### config.mk
export PLATFORM = sky130hd
export DESIGN_NAME = vx_commit_arbiter
export DESIGN_NICKNAME = d
export VERILOG_FILES = /design/src/rtl/vx_commit_arbiter_pkg.sv /design/src/rtl/vx_lock_rr_arbiter.sv /design/src/rtl/vx_commit_arbiter.sv
export SDC_FILE = /design/constraint.sdc
export NUM_CORES = 1
export LEC_CHECK = 0
export ABC_AREA = 0
export BUFFER_PORTS_ARGS = -buffer_cell sky130_fd_sc_hd__buf_2
export CORE_AREA = 2 2 455 457
export CTS_CLUSTER_SIZE = 14
export DETAILED_ROUTE_END_ITERATION = 8
export DIE_AREA = 0 0 457 459
export GPL_TIMING_DRIVEN = 0
export SYNTH_ARGS = -nofsm -noshare
export SYNTH_HDL_FRONTEND = slang
export SYNTH_SLANG_ARGS = --single-unit
### constraint.sdc
create_clock -name clk -period 6.3 [get_ports clk]
set_input_delay 1.26 -clock clk [delete_from_list [all_inputs] [get_ports clk]]
set_output_delay 1.26 -clock clk [all_outputs]
set_load 0.005 [all_outputs]
### src/rtl/vx_commit_arbiter_pkg.sv
// rtl/vx_commit_arbiter_pkg.sv - shared widths and beat record for the commit arbiter
package vx_commit_arbiter_pkg;

  localparam int CA_NUM_REQS    = 4;
  localparam int CA_NUM_THREADS = 4;
  localparam int CA_XLEN        = 32;
  localparam int CA_NR_BITS     = 6;
  localparam int CA_UUID_WIDTH  = 44;
  localparam int CA_WIS_W       = 2;
  localparam int CA_PC_BITS     = 30;
  localparam int COMMIT_CNT_W   = 64;

  typedef struct packed {
    logic [CA_UUID_WIDTH-1:0]          uuid;
    logic [CA_WIS_W-1:0]               wis;
    logic [CA_NUM_THREADS-1:0]         tmask;
    logic [CA_PC_BITS-1:0]             PC;
    logic                              wb;
    logic [CA_NR_BITS-1:0]             rd;
    logic [CA_NUM_THREADS*CA_XLEN-1:0] data;
    logic                              sop;
    logic                              eop;
  } commit_beat_t;

endpackage

### src/rtl/vx_lock_rr_arbiter.sv
// rtl/vx_lock_rr_arbiter.sv - round-robin grant that stays on one unit from sop to eop
module vx_lock_rr_arbiter #(
  parameter int NUM_REQS = 4
) (
  input  logic                clk,
  input  logic                reset,
  input  logic [NUM_REQS-1:0] valid,
  input  logic [NUM_REQS-1:0] eop,
  output logic [NUM_REQS-1:0] grant,
  output logic                locked
);

  localparam int IW = (NUM_REQS > 1) ? $clog2(NUM_REQS) : 1;

  logic [IW-1:0] rr_ptr;
  logic [IW-1:0] lock_id;
  logic [IW-1:0] winner;
  logic          any_grant;

  always_comb begin
    int idx;
    idx       = 0;
    grant     = '0;
    winner    = '0;
    any_grant = 1'b0;
    if (reset) begin
      if (locked) begin
        // A bubble from the lock holder grants nothing but keeps the lock.
        if (valid[lock_id]) begin
          grant[lock_id] = 1'b1;
          winner         = lock_id;
          any_grant      = 1'b1;
        end
      end else begin
        for (int k = 0; k < NUM_REQS; k++) begin
          idx = (int'(rr_ptr) + k) % NUM_REQS;
          if (!any_grant && valid[idx]) begin
            grant[idx] = 1'b1;
            winner     = IW'(idx);
            any_grant  = 1'b1;
          end
        end
      end
    end
  end

  always_ff @(posedge clk or negedge reset) begin
    if (!reset) begin
      rr_ptr  <= '0;
      locked  <= 1'b0;
      lock_id <= '0;
    end else if (any_grant) begin
      if (eop[winner]) begin
        locked <= 1'b0;
        rr_ptr <= (winner == IW'(NUM_REQS - 1)) ? '0 : winner + 1'b1;
      end else begin
        locked  <= 1'b1;
        lock_id <= winner;
      end
    end
  end

endmodule

### src/rtl/vx_commit_arbiter.sv
// rtl/vx_commit_arbiter.sv - merges execute-unit results into one registered writeback port
module vx_commit_arbiter
  import vx_commit_arbiter_pkg::*;
#(
  parameter int NUM_REQS    = CA_NUM_REQS,
  parameter int NUM_THREADS = CA_NUM_THREADS,
  parameter int XLEN        = CA_XLEN,
  parameter int NR_BITS     = CA_NR_BITS,
  parameter int UUID_WIDTH  = CA_UUID_WIDTH,
  parameter int WIS_W       = CA_WIS_W,
  parameter int PC_BITS     = CA_PC_BITS
) (
  input  logic                              clk,
  input  logic                              reset,
  input  logic [NUM_REQS-1:0]               in_valid,
  output logic [NUM_REQS-1:0]               in_ready,
  input  logic [NUM_REQS*UUID_WIDTH-1:0]    in_uuid,
  input  logic [NUM_REQS*WIS_W-1:0]         in_wis,
  input  logic [NUM_REQS*NUM_THREADS-1:0]   in_tmask,
  input  logic [NUM_REQS*PC_BITS-1:0]       in_PC,
  input  logic [NUM_REQS-1:0]               in_wb,
  input  logic [NUM_REQS*NR_BITS-1:0]       in_rd,
  input  logic [NUM_REQS*NUM_THREADS*XLEN-1:0] in_data,
  input  logic [NUM_REQS-1:0]               in_sop,
  input  logic [NUM_REQS-1:0]               in_eop,
  output logic                              writeback_valid,
  output logic [UUID_WIDTH-1:0]             writeback_uuid,
  output logic [WIS_W-1:0]                  writeback_wis,
  output logic [NUM_THREADS-1:0]            writeback_tmask,
  output logic [PC_BITS-1:0]                writeback_PC,
  output logic [NR_BITS-1:0]                writeback_rd,
  output logic [NUM_THREADS*XLEN-1:0]       writeback_data,
  output logic                              writeback_sop,
  output logic                              writeback_eop,
  output logic [COMMIT_CNT_W-1:0]           retired_count,
  output logic                              proto_error
);

  localparam int DW = NUM_THREADS * XLEN;

  logic [NUM_REQS-1:0] grant;
  logic                locked;
  logic                accepted;
  commit_beat_t        sel;

  vx_lock_rr_arbiter #(.NUM_REQS(NUM_REQS)) arb (
    .clk    (clk),
    .reset  (reset),
    .valid  (in_valid),
    .eop    (in_eop),
    .grant  (grant),
    .locked (locked)
  );

  assign in_ready = grant;
  assign accepted = |grant;

  always_comb begin
    sel = '0;
    for (int i = 0; i < NUM_REQS; i++) begin
      if (grant[i]) begin
        sel.uuid  = in_uuid[i*UUID_WIDTH +: UUID_WIDTH];
        sel.wis   = in_wis[i*WIS_W +: WIS_W];
        sel.tmask = in_tmask[i*NUM_THREADS +: NUM_THREADS];
        sel.PC    = in_PC[i*PC_BITS +: PC_BITS];
        sel.wb    = in_wb[i];
        sel.rd    = in_rd[i*NR_BITS +: NR_BITS];
        sel.data  = in_data[i*DW +: DW];
        sel.sop   = in_sop[i];
        sel.eop   = in_eop[i];
      end
    end
  end

  always_ff @(posedge clk or negedge reset) begin
    if (!reset) begin
      writeback_valid <= 1'b0;
      writeback_uuid  <= '0;
      writeback_wis   <= '0;
      writeback_tmask <= '0;
      writeback_PC    <= '0;
      writeback_rd    <= '0;
      writeback_data  <= '0;
      writeback_sop   <= 1'b0;
      writeback_eop   <= 1'b0;
      retired_count   <= '0;
      proto_error     <= 1'b0;
    end else begin
      writeback_valid <= accepted & sel.wb;
      // wb=0 beats are retired without disturbing the last written fields.
      if (accepted && sel.wb) begin
        writeback_uuid  <= sel.uuid;
        writeback_wis   <= sel.wis;
        writeback_tmask <= sel.tmask;
        writeback_PC    <= sel.PC;
        writeback_rd    <= sel.rd;
        writeback_data  <= sel.data;
        writeback_sop   <= sel.sop;
        writeback_eop   <= sel.eop;
      end
      if (accepted && sel.eop && (retired_count != '1))
        retired_count <= retired_count + COMMIT_CNT_W'(1);
      if (accepted && (locked ? sel.sop : !sel.sop))
        proto_error <= 1'b1;
    end
  end

endmodule

Word-level counts from Yosys, hierarchy flattened:

Index checks and enable logic that the tools add are counted.

* add/subtract/negate cells: 5
* $mul: 0
* div/mod/pow operators: 0
* order comparisons: 11
* eq/ne operators: 2
* shift operators: 0
* mux-type cells: 65
* bitwise logic cells: 8
* reductions and logical operators: 22

Operators with widths (number)
* $mux W217: 4
* $add A64 B1 Y64 const B: 1
* $ne A64 B64 Y1 const B: 1
* $mux W4: 13
* $mux W1: 29
* $mux W2: 8
* $bmux W1 S2: 6
* $logic_and A1 B1 Y1: 12
* $lt A3 B4 Y1 const B: 3
* $or A4 B4 Y4: 3
* $demux W1 S2: 5
* $ge A3 B1 Y1 const B: 3
* $lt A2 B3 Y1 const B: 3
* $reduce_or A2 Y1: 3
* $add A2 B1 Y2 const B: 2
* $add A2 B2 Y2 const B: 2
* $ge A2 B1 Y1 const B: 2
* $logic_not A1 Y1: 4
* $reduce_and A2 Y1: 2
* $reduce_or A4 Y1: 1
* $and A1 B1 Y1 const A: 3
* $eq A2 B2 Y1 const B: 1
* $and A1 B1 Y1: 1
* $not A1 Y1: 1

* flip-flop bits (word level): 287
* latch bits: 0
* memory bits (writable): 0
* memory bits (read-only): 0
* bits of input ports: 874
* output and inout bits: 286
* word-level logic and storage cells: 127
* memories kept: 0

Longest topological paths before layout:

* word-level depth: 27
* mapped depth: 15
* depth with buffers taken out: 11

By module:

Synthesis repeated with hierarchy kept, for this count alone.

* cell total of the unflattened synthesis: 2137
* area total of the unflattened synthesis: 17753.3 um^2

By module, submodules not included
* vx_commit_arbiter: instances 1, cells each 2017, area an instance 16741.1 um^2, seq. area each 7056.8 um^2
* vx_lock_rr_arbiter: instances 1, cells each 120, area an instance 1012.2 um^2, seq. area each 125.1 um^2

Least setup slack after synthesis:

Ideal clock, no wire load.

* kind: input port to output port
* start: input in_valid[2]
* end: output in_ready[2]
* arrival time: 3164 ps
* data required time: 5040 ps
* setup slack: 1876 ps
* cell stages on the path: 8
* path buffers: 3
* path through: buf_2 > or3b_1 > a2111oi_4 > o21ai_0 > a311o_1 > inv_2 > buf_4 > clkbuf_1

* cells in the longest elaborated chain, start to end: 20
* elaborated cells on any way between the ends: 44
* classes of those cells: mux (35); bitwise (3); reduce/logical (6)

Ends and longest elaborated chain
* from (decl): line vx_commit_arbiter.sv:15 `input logic [NUM_REQS-1:0] in_valid,`
* $bmux W1 S2: line vx_lock_rr_arbiter.sv:37 `if (!any_grant && valid[idx]) begin`
* $mux W1 (implied by the code): line vx_lock_rr_arbiter.sv:37
* $mux W1: line vx_lock_rr_arbiter.sv:37
* $mux W1: line vx_lock_rr_arbiter.sv:27 `if (locked) begin`
* $mux W1: line vx_lock_rr_arbiter.sv:26 `if (reset) begin`
* $logic_not A1 Y1: line vx_lock_rr_arbiter.sv:37
* $logic_and A1 B1 Y1: line vx_lock_rr_arbiter.sv:37
* $mux W1: line vx_lock_rr_arbiter.sv:37
* (+4 left out)
* $mux W1: line vx_lock_rr_arbiter.sv:37
* $mux W1: line vx_lock_rr_arbiter.sv:27
* $mux W1: line vx_lock_rr_arbiter.sv:26
* $logic_not A1 Y1: line vx_lock_rr_arbiter.sv:37
* $logic_and A1 B1 Y1: line vx_lock_rr_arbiter.sv:37
* $mux W4: line vx_lock_rr_arbiter.sv:37
* $mux W4 *: line vx_lock_rr_arbiter.sv:27
* $mux W4 *: line vx_lock_rr_arbiter.sv:26
* to (decl): line vx_commit_arbiter.sv:16 `output logic [NUM_REQS-1:0] in_ready,`

Mark *: on every way between the ends. The rest lies on a longest branch, timed or not. The select of a mux whose other input is x is not followed.

Worst setup path in the final report:

* start: input reset
* end: register writeback_data[6]

* cells in the longest elaborated chain, start to end: 6
* elaborated cells on any way between the ends: 7
* classes of those cells: mux (5); reduce/logical (2)

Ends and longest elaborated chain
* from (decl): line vx_commit_arbiter.sv:14 `input logic reset,`
* $mux W4 *: line vx_lock_rr_arbiter.sv:26
* $mux W217 (4 in a row): line vx_commit_arbiter.sv:61 `if (grant[i]) begin`
* $logic_and A1 B1 Y1: line vx_commit_arbiter.sv:91 `if (accepted && sel.wb) begin`
* to (signal assigned): line vx_commit_arbiter.sv:97 `writeback_data <= sel.data;`
* to (decl): line vx_commit_arbiter.sv:32 `output logic [NUM_THREADS*XLEN-1:0] writeback_data,`

Mark *: on every way between the ends. The rest lies on a longest branch, timed or not.
A chain may end at the register's enable or synchronous reset.

==> flow_metrics.py <==
metrics = {
    "yosys": {
        "synthFlopType": "dfrtp_1",
        "avgSynthCellArea_sq_um": 9.584,
        "synth_cell_types": 65,
        "seq_area_frac_synth_pct": 39.17,
        "netlist_area_sq_um": 18330,
        "syn-num-nets": 2796,
        "synth_area_leaders": "dfrtp_1 (39%), o21ai_0 (12%), mux2_4 (10%)",
        "yosysTopAreaCell": "dfrtp_1",
        "ys_ff_latch": 287,
        "synth_warnings": 0,
        "synth_edf_count": 0,
        "syn_inst": 1913,
        "async_flop_share_pct": 100.0,
        "post-synth-top-area-fraction_pct": 39.17,
    },
    "sta": {
        "drv_slew": 1,
        "setup_ws_ns": 0.2420,
        "slew_headroom_pct": -14.33,
        "rsz0062_at_grt": "false",
        "finalHoldWorstSlack_ns": 0.4618,
        "worst_slew_pin_slew_ns": 1.715,
        "fmax_mhz": 165.1,
        "period_share_pct": 96.16,
        "finalSetupViolations": 0,
        "fin_crit_ns": 6.058,
        "hold_violations": 0,
        "fin_skew_ns": 0.03939,
    },
    "detailed_routing": {
        "ant_nets": 0,
        "drtIter0Drc": 1923,
        "post_drt_wl_per_cell_um": 35.56,
        "drc": 0,
        "first_pass_iters": 8,
        "vias": 23450,
        "via_per_inst": 3.964,
        "wl_mm": 210.3,
    },
    "global_route": {
        "antenna_found_initial": 132,
        "grt-ovfl-total": 0,
        "grt_pass1_wl_mm": 257.8,
        "grt_usage_pct": 19.10,
        "grt_pass1_vias": 22790,
        "grt_max_degree": 94,
    },
    "layout": {
        "fin_nets": 4022,
        "final_cell_mix": "buf_2 (1192), o21ai_0 (420), dfrtp_1 (287)",
        "n_fill_cell": 23660,
        "seq_area_sq_um": 7182,
        "syn_to_final_growth_pct": 60.45,
        "final_common_cell": "buf_2",
        "multi_input_area_sq_um": 10200,
        "drive_gt1_share_pct": 49.01,
    },
    "clock_tree": {
        "clk_pin_slew_ns": 0.06,
        "clkSinkCount": 287,
        "clk_path_buf_depth": 3,
        "cts-root-buf": "clkbuf_16",
        "clk_latency_ns": 0.63,
        "cts_max_level": 2,
        "cts_tree": "done",
        "cts_setup_buffers": 0,
        "numCtsBuffers": 42,
    },
    "run_status": {
        "violations": "max-slew violations",
        "outcome": "finished, violations left",
    },
    "worst_setup_path": {
        "cp.arrival_ns": 6.62,
        "path_class": "in -> reg",
        "path_max_fanout": 59,
        "r2r_start": "arb.rr_ptr[0]",
        "cp-start-kind": "input port",
        "crit_required_ns": 6.87,
        "ff2ff_setup_slack_ns": 0.28,
        "r2r-end": "writeback_data[4]",
        "endpoint_kind": "flop",
        "reg2reg_depth": 13,
    },
    "die": {
        "die_h_um": 459,
        "die_area_sq_um": 209800,
        "io_pins": 1160,
        "start_util_pct": 8.917,
        "num_rows": 167,
        "die_x_um": 457,
        "coreArea_sq_um": 205600,
    },
    "min_path": {
        "hp-class": "reg -> reg",
        "hold_start": "proto_error",
        "hold_end": "proto_error",
        "worstHoldPathCells": 1,
    },
    "place": {
        "portBuffers": 1159,
        "place_ws_ns": -1.195,
        "dp_hpwl_mm": 185.2,
        "globalplace.congestion": 0.9992,
    },
    "pwr": {
        "p_leak_nw": 13.54,
        "power_density_nw_per_um2": 620.9,
        "peakVddDrop_mv": 0.2747,
        "totalPowerFinal_mw": 18.27,
    },
    "run": {
        "cap_viol_max_count": 0,
    },
}
[kinds of logic (layout without fill, tap and decap cells)]
logic type | after synthesis | in the layout | share of synthesized area, %
xor+xnor | 64 | 64 | 3.057
fa+ha+maj | 9 | 9 | 0.6142
compound gates | 697 | 697 | 24.38
other cells | 0 | 42 | 0
mux | 227 | 227 | 16.70
buf+inv | 198 | 1454 | 5.214
simple gates | 431 | 431 | 10.86
flops | 287 | 287 | 39.17
[worst max path at each step]
stage | startpoint | end | slack, ns | cells past startpoint
floorplan | in_valid[2] | in_ready[2] | 1.88 | 8
finish | reset | writeback_data[6] | 0.24 | 13
CTS | reset | writeback_uuid[42] | 0.03 | 13
global placement | reset | writeback_uuid[37] | -6.57 | 9
global route | arb.rr_ptr[0] | in_ready[3] | 0.09 | 11
detailed placement | reset | writeback_data[59] | -1.20 | 13
[flip-flops by register name, indices dropped and copies added, names as in the netlist]
name             count
writeback_data     128
retired_count       64
writeback_uuid      44
writeback_PC        30
writeback_rd         6
writeback_tmask      4
arb.lock_id          2
arb.rr_ptr           2
writeback_wis        2
arb.locked           1
proto_error          1
writeback_eop        1
writeback_sop        1
writeback_valid      1
[worst max-delay path: stages]
cell	delay, ns
buf_8	0.34
buf_16	0.26
buf_16	0.32
buf_16	0.27
a21boi_0	0.28
a21bo_1	0.30
inv_2	0.09
buf_2	0.42
clkbuf_2	0.67
clkbuf_1	0.70
a221oi_1	0.23
o21ai_1	0.86
mux2_4	0.28
[synth_stat cells, drive strengths merged, types with 3 or more instances]
library cell and number:
a211o 3, a211oi 4, a21boi 5, a21o 5
a21oi 4, a221oi 215, and2 7, and3 11
and3b 3, and4 7, buf 56, clkbuf 128
dfrtp 287, ha 9, inv 14, mux2 217
mux2i 7, mux4 3, nand2 253, nand2b 4
nand3 26, nand3b 5, nand4 15, nor2 17
nor2b 4, nor3 50, nor3b 3, nor4 10
o21ai 444, or3 6, or3b 3, or4 5
xnor2 7, xor2 57
[through the flow]
stage / cells / utilization (%) / TNS (ns) / instance area [sq um]
global placement: 5776 / 13.38 / -2165.83 / 27520
floorplan: 1913 / - / 0 / 18330
finish: 5915 / 14.31 / 0 / 29420
global route: 5881 / 14.27 / 0 / 29330
CTS: 5872 / 14.24 / 0 / 29280
detailed placement: 5797 / 13.52 / -77.44 / 27800
[where the power goes]
group / internal (mW) / leakage, nW / switching (mW)
Combinational: 4.35 / 9.13 / 8.40
Sequential: 2.55 / 3.70 / 0.424
Clock: 1.54 / 0.711 / 1.01
Total: 8.43 / 13.5 / 9.84
[metal layers]
layer  vias to the layer above  track usage [%]  wire [um]
li1                       9758                -          -
met1                     11790            24.62      90380
met2                      1540            29.86      92200
met3                       296            6.749      20520
met4                        62            5.471       6828
met5                         -                0        415
[layout make-up]
| type | count | share of cell area (%) |
|---|---|---|
| diodes | 42 | 0.3573 |
| repair buffers | 1182 | 20.84 |
| plain buffers | 184 | 3.130 |
| multi-input cells | 1428 | 34.68 |
| clock inverters | 19 | 0.8464 |
| inverters | 14 | 0.1786 |
| well taps | 2704 | 11.50 |
| clock buffers | 55 | 4.049 |
| flip-flops and latches | 287 | 24.41 |
[timing repair]
item	4_1_cts	5_1_grt
cloned	1	1
resized for setup	15	8
hold buffers	0	0
endpoints found under the setup margin	35	8
No activity file was read; power rests on OpenSTA's default activity.
